===== src/rtl/dna_port_ctrl.sv =====
// Sequencer for the DNA_PORT primitive: drives the divided DNA clock and READ/SHIFT strobes,
// captures the device DNA MSB-first and holds the last good value across re-reads.
module dna_port_ctrl #(
    parameter int DW         = 57,
    parameter int CLK_DIV    = 4,
    parameter int AUTO_START = 1
) (
    input  logic          clk_i,
    input  logic          rst_i,
    input  logic          start_i,
    input  logic          dna_dout_i,
    output logic          dna_clk_o,
    output logic          dna_read_o,
    output logic          dna_shift_o,
    output logic [DW-1:0] dna_o,
    output logic          valid_o,
    output logic          busy_o,
    output logic          done_o
);
    localparam int DIV_W = (CLK_DIV > 1) ? $clog2(CLK_DIV) : 1;
    localparam int BIT_W = $clog2(DW);
    localparam logic [DIV_W-1:0] DIV_LAST = DIV_W'(CLK_DIV - 1);
    localparam logic [BIT_W-1:0] BIT_LAST = BIT_W'(DW - 1);

    typedef enum logic [1:0] {IDLE, LOAD, SHIFT, DONE} state_t;

    state_t           state, state_nx;
    logic [DIV_W-1:0] div_cnt, div_cnt_nx;
    logic [BIT_W-1:0] bit_cnt, bit_cnt_nx;
    logic [DW-1:0]    sr, sr_nx, dna_nx, sr_shifted;
    logic             clk_nx, read_nx, shift_nx, valid_nx, done_nx;
    logic             auto_pend, auto_nx;
    logic             tick;

    assign tick       = (div_cnt == DIV_LAST);
    assign sr_shifted = {sr[DW-2:0], dna_dout_i};
    assign busy_o     = (state == LOAD) || (state == SHIFT);

    always_ff @(posedge clk_i) begin
        if (rst_i) begin
            state       <= IDLE;
            div_cnt     <= '0;
            bit_cnt     <= '0;
            sr          <= '0;
            dna_o       <= '0;
            dna_clk_o   <= 1'b0;
            dna_read_o  <= 1'b0;
            dna_shift_o <= 1'b0;
            valid_o     <= 1'b0;
            done_o      <= 1'b0;
            auto_pend   <= (AUTO_START != 0);
        end else begin
            state       <= state_nx;
            div_cnt     <= div_cnt_nx;
            bit_cnt     <= bit_cnt_nx;
            sr          <= sr_nx;
            dna_o       <= dna_nx;
            dna_clk_o   <= clk_nx;
            dna_read_o  <= read_nx;
            dna_shift_o <= shift_nx;
            valid_o     <= valid_nx;
            done_o      <= done_nx;
            auto_pend   <= auto_nx;
        end
    end

    always_comb begin
        state_nx   = state;
        div_cnt_nx = div_cnt;
        bit_cnt_nx = bit_cnt;
        sr_nx      = sr;
        dna_nx     = dna_o;
        clk_nx     = dna_clk_o;
        read_nx    = dna_read_o;
        shift_nx   = dna_shift_o;
        valid_nx   = valid_o;
        done_nx    = 1'b0;
        auto_nx    = auto_pend;

        case (state)
            IDLE, DONE: begin
                clk_nx   = 1'b0;
                read_nx  = 1'b0;
                shift_nx = 1'b0;
                if (start_i || auto_pend) begin
                    state_nx   = LOAD;
                    div_cnt_nx = '0;
                    bit_cnt_nx = '0;
                    sr_nx      = '0;
                    read_nx    = 1'b1;
                    auto_nx    = 1'b0;
                end
            end
            LOAD: begin
                div_cnt_nx = tick ? '0 : div_cnt + 1'b1;
                if (tick) begin
                    if (!dna_clk_o) begin
                        clk_nx = 1'b1;
                    end else begin
                        // Strobes swap on the falling edge so they are stable around the next rise
                        clk_nx   = 1'b0;
                        read_nx  = 1'b0;
                        shift_nx = 1'b1;
                        state_nx = SHIFT;
                    end
                end
            end
            SHIFT: begin
                div_cnt_nx = tick ? '0 : div_cnt + 1'b1;
                if (tick) begin
                    if (!dna_clk_o) begin
                        sr_nx = sr_shifted;
                        if (bit_cnt == BIT_LAST) begin
                            // Last bit is already on DOUT: finish without another DNA clock edge
                            state_nx = DONE;
                            shift_nx = 1'b0;
                            dna_nx   = sr_shifted;
                            valid_nx = 1'b1;
                            done_nx  = 1'b1;
                        end else begin
                            bit_cnt_nx = bit_cnt + 1'b1;
                            clk_nx     = 1'b1;
                        end
                    end else begin
                        clk_nx = 1'b0;
                    end
                end
            end
            default: state_nx = IDLE;
        endcase
    end
endmodule

===== config.mk =====
export PLATFORM = sky130hd
export DESIGN_NAME = dna_port_ctrl
export DESIGN_NICKNAME = d
export VERILOG_FILES = /design/src/rtl/dna_port_ctrl.sv
export SDC_FILE = /design/constraint.sdc
export NUM_CORES = 1
export LEC_CHECK = 0
export CAP_MARGIN = 30
export CORE_MARGIN = 2
export CORE_UTILIZATION = 49
export CTS_CLUSTER_SIZE = 24
export DETAILED_ROUTE_END_ITERATION = 10
export PLACE_DENSITY = 0.86
export SLEW_MARGIN = 20
export SYNTH_ARGS = -nofsm -noshare
export SYNTH_HDL_FRONTEND = slang
export SYNTH_SLANG_ARGS = --single-unit

===== constraint.sdc =====
create_clock -name clk_i -period 1.95 [get_ports clk_i]
set_clock_uncertainty 0.15 [all_clocks]
set_input_delay 0.39 -clock clk_i [delete_from_list [all_inputs] [get_ports clk_i]]
set_output_delay 0.39 -clock clk_i [all_outputs]
set_load 0.02 [all_outputs]

==> results of run 1 <==
-- worst max-delay path, delay by kind of cell, from the launching register on --
family | cells | cell delay [ns]
compound gates | 2 | 0.30
buf+inv | 3 | 0.34
simple gates | 2 | 0.48
flops | 1 | 0.33
fa+ha+maj | 1 | 0.29
-- cells in the mapped netlist (all sizes together) --
master	count
nor2	16
a31oi	3
and3b	1
a211oi	2
o211a	1
o31ai	2
and3	1
and2	1
a22oi	1
nand2b	2
nand2	175
and4b	1
nor3b	1
o21ai	3
o2bb2ai	1
o221ai	1
o21a	1
ha	6
o32ai	1
inv	8
nor2b	1
buf	32
clkbuf	14
nand4	1
nor3	5
nand3b	2
or3b	1
a21o	1
a21oi	119
mux2	1
a211o	1
a22o	1
o221a	1
or3	1
dfxtp	129
nand3	60
-- kinds of logic (layout without fill, tap and decap cells) --
kind of cell	Yosys count	count (layout)
fa+ha+maj	6	6
flops	129	129
simple gates	269	269
mux	1	1
buf+inv	54	136
compound gates	139	139
-- metal layers --
layer  vias to the layer above  share of wire, %  track usage (%)
met5                         -                 0                0
met3                        34               6.1             6.17
met2                       198                51             36.4
li1                       2157                 -                -
met1                      2213                41             25.2
met4                         0               1.7             8.78
-- layout make-up --
type / instances / area [µm²] / area share (%)
flip-flops and latches: 129 / 2580 / 40.1
multi-input cells: 415 / 2080 / 32.3
clock buffers: 22 / 443 / 6.87
clock inverters: 10 / 135 / 2.09
well taps: 133 / 166 / 2.58
repair buffers: 96 / 1010 / 15.7
inverters: 8 / 30.0 / 0.465
-- per-stage QoR --
step / hold WS [ns] / setup slack [ns] / util (%) / setup TNS [ns]
after floorplan: 0.282 / 0.0205 / - / 0
after global placement: 0.294 / -0.125 / 58.2 / -6.27
after detailed placement: 0.298 / -0.178 / 58.2 / -9.45
after CTS: 0.292 / -0.0225 / 63.7 / -0.0225
after global routing: 0.302 / -0.0894 / 66.3 / -0.875
final: 0.299 / -0.0494 / 66.3 / -0.0885
-- power groups by stage --
stage / clock [µW] / combinational [µW] / sequential, µW
2_1_floorplan: 0 / 1300 / 2790
3_5_place_dp: 0 / 1740 / 2780
6_report: 3130 / 2430 / 2740
3_3_place_gp: 0 / 1680 / 2780
4_1_cts: 3130 / 1820 / 2730
5_1_grt: 3260 / 2550 / 2740
-- what timing repair did --
item | 4_1_cts | 5_1_grt
buffers inserted | 1 | 4
cloned | 0 | 5
hold buffers | 1 | 0
pin swaps | 1 | 5
hold endpoints to repair | 4 | 0
resized for setup | 70 | 23
endpoints found under the setup margin | 125 | 122
-- flip-flops by register name, summed over array words and instances (netlist names) --
signal and count:
dna_clk_o 1, auto_pend 1, valid_o 1, div_cnt 2, dna_read_o 1, dna_shift_o 1, done_o 1, state 2
dna_o 57, bit_cnt 6, sr 56
-- final timing paths --
kind / to / slack (ns) / cells past startpoint
min: dna_o[51] / 0.30 / 2
max: sr[47] / -0.05 / 8
max reg2reg: sr[47] / -0.05 / 8
min reg2reg: dna_o[51] / 0.30 / 2
==> impl_results.md, run 1 <==
* Total standard cell area after synthesis at 4870 µm²
* Final number of hold-violating endpoints at 0
* Number of design rule violations left after detail routing at 0
* Num CTS Buffers at 17
* Die extent in y at 104 µm
* Leading cell type in the layout, fill and taps excluded: sky130_fd_sc_hd__nand2_1
* Run status: finished with violations
* CTS max path bufs at 2
* Leading post-synthesis cells by cell area: sky130_fd_sc_hd__dfxtp_1, sky130_fd_sc_hd__nand2_1, sky130_fd_sc_hd__a21oi_1
* Total number of vias at 4602
* Critical path, cell by cell: inv_2 -> ha_4 -> or3b_4 -> o21ai_4 -> buf_12 -> buf_8 -> nand2_1 -> a21oi_1
* Switching Fraction at 31.0%
* Total GRT Usage at 21.3%
* Count of maximum capacitance violations at 0
* Critical path data arrival time at 2.28 ns
* Placer congestion estimate at 0.848
* Placed wire-length estimate after detailed placement at 6.80 mm
* Post-Route WL at 12.9 mm
* Nets in the synthesized netlist at 608
* Logic gate share of total power at 29.3%
* Synthesis warning total at 0
* Crit path kind: flip-flop to flip-flop
* Main combinational cell family by area after synthesis: simple AND/OR/NAND/NOR gates
* Flip-flop and latch count after synthesis at 129
* Kind of end point of the critical path: flip-flop
* Number of pins with negative max-slew slack in the final report at 0
* Post-route antenna net violation count at 0
* P_int at 5730 µW
* Slowest stage cell, crit path: sky130_fd_sc_hd__or3b_4
* Vias in the first global route at 4170
* Initial Utilization at 50.0%
* Sw Pwr at 2570 µW
* Clock latency on the worst-skew pair at 0.52 ns
* Complex-gate fraction of the synthesized area at 15.4%
* Area enclosed by the die boundary at 10700 µm²
* Core Footprint at 9730 µm²
* Worst-margin pin slew at 0.498 ns
* X dimension of the die at 104 µm
* Relative contribution of sequential cells to total power at 33.0%
* Post-DR vias/cell at 5.66
* Sinks on the clock net at 129
* Synth-to-Final Area Change at 32.5%
* Relative slew slack at 66.8%
* First-pass DRT Iterations at 7
* Share of synthesized area spent on multiplexers at 0.231%
* Antenna cells at 0
* Class of the tightest hold or removal check: flip-flop to flip-flop
* TritonCTS clock tree: built
* Violated checks: negative setup slack
* Clock period minus final worst setup slack at 2.00 ns
* Design area at 6450 µm²
* Ratio of final minimum period to clock period at 103%
* Achievable Freq at 500 MHz
* Xor-xnor portion of the synthesized cell area at 0%
* Critical path origin: state[0]
* Total grt overflow at 0
* Yosys top cell area share at 53.0%
* Share of the yosys chip area belonging to registers at 53.0%
* Clk network pwr share at 37.7%
* Fraction of final layout cells with drive strength greater than 1 at 12.4%
* Antenna violations before repair at 0
* Average footprint of a synthesized cell at 8.14 µm²
* Post-DR wirelength/cell at 15.8 µm
* Buffers added on ports at 66
* Standby leakage power at 0.00248 µW
* H-Tree Depth at 4
* Final #Nets at 677
* Number of placement rows at 36
* Number of instances in the synthesized netlist at 598
* Non-filler cells in the finished layout at 813
* Final number of setup-violating endpoints at 5
* Clock root buffer: sky130_fd_sc_hd__clkbuf_8
* Unrepaired setup endpoints after global routing: true
* Maximum number of pins on one net before global-route repair at 78
* Io pins at 67
* Area leader, netlist: sky130_fd_sc_hd__dfxtp_1
* Fillers at 763
* Cell count after placement at 770
* Adder-cell share of the synthesized area at 1.54%
* Type of element launching the critical path: flip-flop
* Peak VDD IR at 811 µV
* Drt initial violations at 418
* Largest stage delay on the critical path at 0.42 ns
* Cell Pwr Density at 1290 nW/µm²
* Required time of the critical path at 2.23 ns
* Post-CTS clock slew at the launch and capture registers of the worst setup and hold paths at 0.06 ns
* Simple-gate share of the synthesized area at 23.5%
* Count of cell types in the netlist at 41
* Worst-path maximum fanout at 10
* Worst setup margin at -0.0494 ns
* Global-route wire length before repair at 18.9 mm
* Top library cells by usage in the layout, fill and taps aside: sky130_fd_sc_hd__nand2_1, sky130_fd_sc_hd__dfxtp_1, sky130_fd_sc_hd__a21oi_1
* Post-DP Area at 5660 µm²
* Launch point of the worst reg-to-reg path: state[0]
* Hold_sp: dna_o[51]
* Power Total at 8300 µW
Power figures use the tool's default switching activity.
==> run 2, diff against run 1 <==
- CTS_CLUSTER_SIZE: 24 -> 20
==> results of run 2 <==
Same layout as run 1: the final DEF is identical, and so are final timing and power.
